==> src/rtl/tetris_row_driver.sv <==
// One playfield row: per-cell off/active/fixed state with colour, neighbour
// obstruction checks, and the full-row flash/clear-request sequence.
module tetris_row_driver #(
    parameter int WIDTH       = 8,
    parameter int COLOR_W     = 2,
    parameter int FLASH_TICKS = 3
) (
    input  logic                       clk,
    input  logic                       reset,
    input  logic                       grav,
    input  logic                       down_req,
    input  logic                       left_req,
    input  logic                       right_req,
    input  logic                       move_down,
    input  logic                       move_left,
    input  logic                       move_right,
    input  logic [WIDTH-1:0]           activate_mask,
    input  logic [COLOR_W-1:0]         activate_color,
    input  logic [WIDTH-1:0]           off_mask,
    input  logic                       fix,
    input  logic                       destruct,
    input  logic [WIDTH-1:0]           above_active,
    input  logic [WIDTH-1:0]           above_fixed,
    input  logic [WIDTH*COLOR_W-1:0]   above_color,
    input  logic [WIDTH-1:0]           below_fixed,
    output logic [WIDTH-1:0]           active,
    output logic [WIDTH-1:0]           fixed,
    output logic [WIDTH*COLOR_W-1:0]   color,
    output logic [WIDTH-1:0]           disp_fixed,
    output logic                       ok_down,
    output logic                       ok_left,
    output logic                       ok_right,
    output logic                       landed,
    output logic                       clear_req
);

    localparam int CNT_W = $clog2(FLASH_TICKS + 1);

    typedef enum logic [1:0] {
        S_NORMAL,
        S_FLASH,
        S_WAIT
    } row_state_t;

    row_state_t                 state;
    logic [CNT_W-1:0]           cnt;
    logic                       phase;

    logic [WIDTH-1:0]           act_q, fix_q, act_d, fix_d;
    logic [WIDTH*COLOR_W-1:0]   col_q, col_d;

    // Neighbour views: *_r is what cell i sees at i-1, *_l what it sees at i+1.
    logic [WIDTH-1:0]           src_r, src_l;
    logic [WIDTH*COLOR_W-1:0]   col_r, col_l;
    logic [WIDTH-1:0]           blk_left, blk_right;
    logic                       edit_en;
    logic                       unused_reqs;

    assign src_r     = {act_q[WIDTH-2:0], 1'b0};
    assign src_l     = {1'b0, act_q[WIDTH-1:1]};
    assign col_r     = {col_q[(WIDTH-1)*COLOR_W-1:0], {COLOR_W{1'b0}}};
    assign col_l     = {{COLOR_W{1'b0}}, col_q[WIDTH*COLOR_W-1:COLOR_W]};
    assign blk_left  = {fix_q[WIDTH-2:0], 1'b1};
    assign blk_right = {1'b1, fix_q[WIDTH-1:1]};
    assign edit_en   = (state == S_NORMAL);

    // Lateral requests are resolved by the controller from ok_left/ok_right.
    assign unused_reqs = &{1'b0, left_req, right_req};

    always_comb begin
        act_d = act_q;
        fix_d = fix_q;
        col_d = col_q;
        if (destruct) begin
            act_d = '0;
            fix_d = above_fixed;
            for (int unsigned i = 0; i < WIDTH; i++) begin
                col_d[i*COLOR_W +: COLOR_W] = above_fixed[i] ? above_color[i*COLOR_W +: COLOR_W]
                                                             : '0;
            end
        end else if (fix) begin
            fix_d = fix_q | act_q;
            act_d = '0;
        end else if (edit_en) begin
            for (int unsigned i = 0; i < WIDTH; i++) begin
                if (activate_mask[i] && !act_q[i] && !fix_q[i]) begin
                    act_d[i]                    = 1'b1;
                    col_d[i*COLOR_W +: COLOR_W] = activate_color;
                end else if (off_mask[i] && act_q[i] && !activate_mask[i]) begin
                    act_d[i] = 1'b0;
                end else if (!fix_q[i]) begin
                    if (move_down) begin
                        act_d[i] = above_active[i];
                        if (above_active[i])
                            col_d[i*COLOR_W +: COLOR_W] = above_color[i*COLOR_W +: COLOR_W];
                    end else if (move_right) begin
                        act_d[i] = src_r[i];
                        if (src_r[i])
                            col_d[i*COLOR_W +: COLOR_W] = col_r[i*COLOR_W +: COLOR_W];
                    end else if (move_left) begin
                        act_d[i] = src_l[i];
                        if (src_l[i])
                            col_d[i*COLOR_W +: COLOR_W] = col_l[i*COLOR_W +: COLOR_W];
                    end
                end
            end
        end
    end

    always_ff @(posedge clk) begin
        if (reset) begin
            act_q     <= '0;
            fix_q     <= '0;
            col_q     <= '0;
            state     <= S_NORMAL;
            cnt       <= '0;
            phase     <= 1'b0;
            clear_req <= 1'b0;
        end else begin
            act_q <= act_d;
            fix_q <= fix_d;
            col_q <= col_d;
            if (destruct) begin
                state     <= S_NORMAL;
                cnt       <= '0;
                phase     <= 1'b0;
                clear_req <= 1'b0;
            end else begin
                case (state)
                    S_NORMAL: begin
                        if (&fix_q) begin
                            state <= S_FLASH;
                            cnt   <= '0;
                            phase <= 1'b0;
                        end
                    end
                    S_FLASH: begin
                        if (grav) begin
                            phase <= ~phase;
                            cnt   <= cnt + 1'b1;
                            if (cnt == CNT_W'(FLASH_TICKS - 1)) begin
                                state     <= S_WAIT;
                                clear_req <= 1'b1;
                            end
                        end
                    end
                    S_WAIT: begin
                        clear_req <= 1'b1;
                    end
                    default: begin
                        state     <= S_NORMAL;
                        cnt       <= '0;
                        phase     <= 1'b0;
                        clear_req <= 1'b0;
                    end
                endcase
            end
        end
    end

    assign active     = act_q;
    assign fixed      = fix_q;
    assign color      = col_q;
    assign disp_fixed = (state == S_FLASH && phase) ? '0 : fix_q;
    assign ok_down    = ~|(act_q & below_fixed);
    assign ok_left    = ~|(act_q & blk_left);
    assign ok_right   = ~|(act_q & blk_right);
    assign landed     = (grav | down_req) & (|(act_q & below_fixed));

endmodule

==> config.mk <==
export PLATFORM = sky130hd
export DESIGN_NAME = tetris_row_driver
export DESIGN_NICKNAME = d
export VERILOG_FILES = /design/src/rtl/tetris_row_driver.sv
export SDC_FILE = /design/constraint.sdc
export NUM_CORES = 1
export LEC_CHECK = 0
export CAP_MARGIN = 20
export CELL_PAD_IN_SITES_DETAIL_PLACEMENT = 0
export CELL_PAD_IN_SITES_GLOBAL_PLACEMENT = 1
export CORE_UTILIZATION = 35
export DETAILED_ROUTE_END_ITERATION = 10
export HOLD_SLACK_MARGIN = 0.06
export PLACE_DENSITY = 0.91
export SETUP_SLACK_MARGIN = 0.4
export SLEW_MARGIN = 20
export SYNTH_ARGS = -nofsm -noshare
export SYNTH_HDL_FRONTEND = slang
export SYNTH_SLANG_ARGS = --single-unit
==> constraint.sdc <==
create_clock -name clk -period 2.3 [get_ports clk]
set_input_delay 0.46 -clock clk [delete_from_list [all_inputs] [get_ports clk]]
set_output_delay 0.46 -clock clk [all_outputs]
set_load 0.02 [all_outputs]
# --- Word level (Yosys, flattened, before mapping) ---
# Cells that the tools add are included.
word_totals:
  regBits: 38
  latchBits: 0
  mem_bits_rw: 0
  romBits: 0
  out_inout_bits: 45
  wordCells: 327
  n_memories: 0
classes:
  addsub: 1
  n_mul: 0
  n_div: 0
  n_lt_le_gt_ge: 0
  eq_ne: 46
  shift: 0
  muxes: 138
  bitwise_logic: 9
  n_reduce_logical: 112
ops:
  columns: ["op", "n"]
  rows:
  - ["$mux W2", 76]
  - ["$reduce_bool A5 Y1", 20]
  - ["$reduce_and A8 Y1", 8]
  - ["$mux W1", 52]
  - ["$mux W16", 3]
  - ["$logic_and A1 B1 Y1", 33]
  - ["$ne A4 B1 Y1 const B", 8]
  - ["$ne A5 B2 Y1 const B", 6]
  - ["$reduce_and A3 Y1", 10]
  - ["$logic_not A1 Y1", 27]
  - ["$and A8 B8 Y8", 3]
  - ["$mux W8", 3]
  - ["$ne A3 B1 Y1 const B", 8]
  - ["$ne A3 B2 Y1 const B", 8]
  - ["$ne A3 B3 Y1 const B", 8]
  - ["$reduce_or A8 Y1", 3]
  - ["$reduce_bool A4 Y1", 4]
  - ["$pmux W2 S3", 2]
  - ["$or A8 B8 Y8", 1]
  - ["$reduce_and A7 Y1", 1]
  - ["$pmux W1 S3", 2]
  - ["$eq A2 B2 Y1 const B", 2]
  - ["$ne A2 B1 Y1 const B", 2]
  - ["$ne A2 B2 Y1 const B", 2]
  - ["other kinds (11)", 14]

# --- Longest topological paths before layout ---
depth:
  word_depth: 10
  depth_mapped: 7
  ltp_nobuf: 6

# --- Worst setup path after synthesis ---
# Ideal clock, no wire load.
synth_path:
  kind: "reg2out"
  startpoint: "reg act_q[4], in the netlist active[4]"
  endpoint: "out landed"
  t_arrival_ns: 1.375
  setup_slack_ns: 0.465
  path_stages_with_launch: 5
  n_path_buf: 1
  cell_sequence: "dfxtp_1 clkbuf_1 a22oi_1 and4_1 nor2_1"
synth_between:
  elab_chain_cells: 3
synth_lines:
  columns: ["element", "line_no", "rtl"]
  rows:
  - ["start, declared", "49", "logic [WIDTH-1:0] act_q, fix_q, act_d, fix_d;"]
  - ["start signal, assigned", "120", "act_q <= act_d;"]
  - ["$and A8 B8 Y8", "168", "assign landed = (grav | down_req) & (|(act_q & below_fixed));"]
  - ["$reduce_or A8 Y1", "168", null]
  - ["$and A1 B1 Y1", "168", null]
  - ["end, declared", "33", "output logic landed,"]
# Every way passes these cells.

# --- Final worst setup path ---
layout_path:
  startpoint: "reg act_q[3], in the netlist active[3]"
  endpoint: "out landed"
# The elaborated chain is that of the path after synthesis.

==> results <==
- Setup slack closes at 0.427 ns.
- At the end of routability-driven placement, the weighted congestion stood at 0.856.
- Timing analysis after detailed placement gives a worst setup slack of -0.0867 ns.
- At the later pin of the worst-skew pair, clock insertion delay measures 0.30 ns.
- The mean instance size in the synthesized netlist is 8.03 um2.
- The worst setup path is launched from a register.
- Summed over all nets, the half-perimeter wirelength after detailed placement is 9.14 mm.
- The initial antenna violation count is 0.
- Measured along the x axis, the die boundary spans 101 um.
- The worst path uses 81.4% of the clock period.
- After routing the design area is 0.00498 mm2.
- The relative slew slack is 66.4%.
- The maximum buffer depth of the clock tree is 2.
- In the synthesized netlist the async set-or-reset flop fraction comes to 0%.
- STA classifies the critical path endpoint as an output port.
- The number of hold-slack violations in the final timing report came to 0.
- The peak supply drop is 0.229 mV.
- The share of total power dissipated in sequential elements is 35.3%.
- The power share of the clock group is 27.0%.
- The total of buffers placed on input and output ports is 111.
- For this run, design rule violations remaining after detail routing come to 0.
- The master cell of the clock root buffer is clkbuf_8.
- For this design the ratio of total power to cell area is 431 mW/mm2.
- The switching share of power is 33.1%.
- The share of final-layout standard cells stronger than drive strength 1 is 20.6%.
- The placeable core region is 0.00937 mm2.
- The number of pins with negative max-slew slack in the final report is 0.
- The via density per instance is 5.71.
- In this run the remaining antenna-violating nets after routing total 0.
- The total cell area at the placement stage is 0.00478 mm2.
- The Yosys step of the flow raised 0 warnings.
- The run finished with clean final reports.
- The average wire per cell in the routed design is 18.2 um.
- The number of enable flip-flop cells after synthesis is 0.
- The shortest period the worst path allows is 1.87 ns.
- The initialized floorplan defines 35 standard-cell rows.
- For this design, the CTS-stage hold fixing added 0 buffers.
- The die is 101 um tall.
- The number of synthesized register bits is 38.
- At the worst endpoint, the arrival time is 1.41 ns.
- The mapped netlist covers 0.00343 mm2.
- The biggest area contributor in the post-synthesis netlist is dfxtp_1.
- The leakage component of the power is 2.07 nW.
- The power consumption is 0.00214 W.
- The post-CTS clock slew at the launch and capture registers of the worst setup and hold paths is 0.09 ns.
- For this block, the routed nets add up to 12.4 mm of wire.
- The fraction of the yosys area taken by sequential cells is 22.2%.
- In this run the worst hold path is classified as register to register.
- During I/O placement, the number of pins put on the boundary was 114.
- The initial core utilization is 36.6%.
- Per report_power, the combinational group accounts for 37.7% of the total.
- The max capacitance violation total is 0.
- Relative to the synthesized area, the layout overhead comes to 45.1%.
- The setup total negative slack is 0 ns.
- The total number of clock tree sinks is 38.
- Setup repair after global routing could not meet its margin everywhere.
- The switching power is 0.000710 W.
- Setup violations remaining at the end of the flow were counted as 0.
- For this block, the via count after detailed routing is 3901.
- The worst register-to-register path has a setup slack of 0.51 ns.
- The count of H-tree levels built during CTS is 2.
- The instance count of the mapped netlist is 427.
- Internal power comes to 0.00143 W.
- The TritonCTS clock tree is built.
- The via count of the first global-routing pass is 3598.
- Among all cell types in the netlist, the one instantiated most often is a21oi_1.
- The global-route usage over all layers is 24.0%.
- Counting instances in the post-synthesis netlist gives the leading cell types as 40 x a21oi_1, 38 x dfxtp_1, 35 x nand2_1.
- Once layout is complete, the cells apart from fillers number 683.
- The number of distinct standard cells referenced by the synthesized netlist is 61.
- The required time reported for the critical path endpoint is 1.84 ns.
- On the final layout, the worst clock skew is 0.0105 ns.
- The cell count after placement is 667.
- The maximum number of pins on one net before global-route repair is 30.
- The remaining global-route overflow is 0.
- The pre-antenna-repair detailed-routing pass consisted of 5 iterations.
- By startpoint and endpoint, the worst setup path is classified as register to output port.
- In this run, the number of DRC markers left after iteration 0 of detailed routing was 281.
- Summed over its instances, the top area cell type makes up 22.2% of the synthesized netlist area.
- Buffers inserted during clock tree synthesis total 5.
- For this run, the post-layout net count is 626.
- The maximum clock frequency is 0.534 GHz.
- The prevailing post-synth register cell is dfxtp_1.
- By area the synthesized netlist is led by dfxtp_1 22%, mux2i_1 6.1%, a21oi_1 5.8%, nand2_1 3.8%, a221o_1 3.5%.
- The number of nets produced by synthesis is 500.
- The first global-routing pass estimated 19.0 mm of wire.
- The die footprint is 0.0102 mm2.
- The largest fanout of any net on the critical path is 3.
- The worst-margin pin slew is 0.503 ns.
- 0 antenna diodes ended up in the layout.
==> stage by stage <==
stage	utilization, %	hold slack, ns
finish	53.1	0.496
global route	53.1	0.512
CTS	52.2	0.495
detailed placement	51.0	0.483
global placement	51.0	0.467
floorplan	-	0.450
==> cell type report <==
type                       count  area (um2)
clock buffer                   5        68.8
clock inverter                 3        40.0
fill                         931        4390
inverter                      10        37.5
multi-input combinational    338        2440
sequential                    38         772
tap                          129         161
timing repair buffer         160        1460
==> cell usage in the layout (no fill, tap or decap), drive strengths merged, types with 9 or more instances in the layout <==
cell type       n
clkdlybuf4s50  73
buf            60
a21oi          40
dfxtp          38
nand2          35
mux2i          21
dlygate4sd2    21
nor2b          19
nand2b         15
nor3           13
o211ai         12
a221o          12
nor3b          12
nand3b         11
nand3          11
mux2           10
inv            10
a21o           10
nor2            9
a211oi          9
==> cells by family (layout without fill, tap and decap cells) <==
logic type	after synthesis	in the layout	share of synthesized area, %
fa+ha+maj	4	4	1.46
mux	31	31	9.41
simple gates	164	164	28.8
compound gates	139	139	30.1
flops	38	38	22.2
buf+inv	51	178	8.02
==> state kept, by name (all words and copies together) (netlist names) <==
| register | count |
|---|---|
| active | 8 |
| clear_req | 1 |
| cnt | 2 |
| color | 16 |
| fixed | 8 |
| phase | 1 |
| state | 2 |
==> timing repair <==
action | 4_1_cts | 5_1_grt
cloned | 0 | 2
setup endpoints to repair | 28 | 32
buffers inserted | 6 | 0
gates resized for setup | 73 | 26
pin swaps | 8 | 7
==> worst max-delay path, stage by stage, from the launching register on <==
cell	delay, ns
dfxtp_2	0.34
buf_6	0.12
a22oi_1	0.15
and4_1	0.22
buf_4	0.11
nor2_1	0.03
buf_4	0.15
==> final timing paths <==
path / start / end / cells past startpoint
setup / recovery: active[3] / landed / 6
hold / removal: cnt[1] / cnt[1] / 2
setup reg to reg: state[0] / color[8] / 7
hold reg to reg: cnt[1] / cnt[1] / 2
==> routing by layer <==
layer | GRT usage (%) | share of wire [%]
met3 | 3.81 | 7.3
met1 | 33.3 | 45
met2 | 38.0 | 46
met4 | 7.02 | 1.9
met5 | 0 | 0
==> power by group through the flow <==
stage | Combinational (W) | Clock [W] | Sequential [W]
after floorplan | 0.000402 | 0 | 0.000796
after global placement | 0.000788 | 0 | 0.000766
after detailed placement | 0.000800 | 0 | 0.000766
after CTS | 0.000786 | 0.000582 | 0.000753
after global routing | 0.000864 | 0.000610 | 0.000761
final | 0.000808 | 0.000579 | 0.000756
Note: power is estimated with default switching activity, not from simulation.
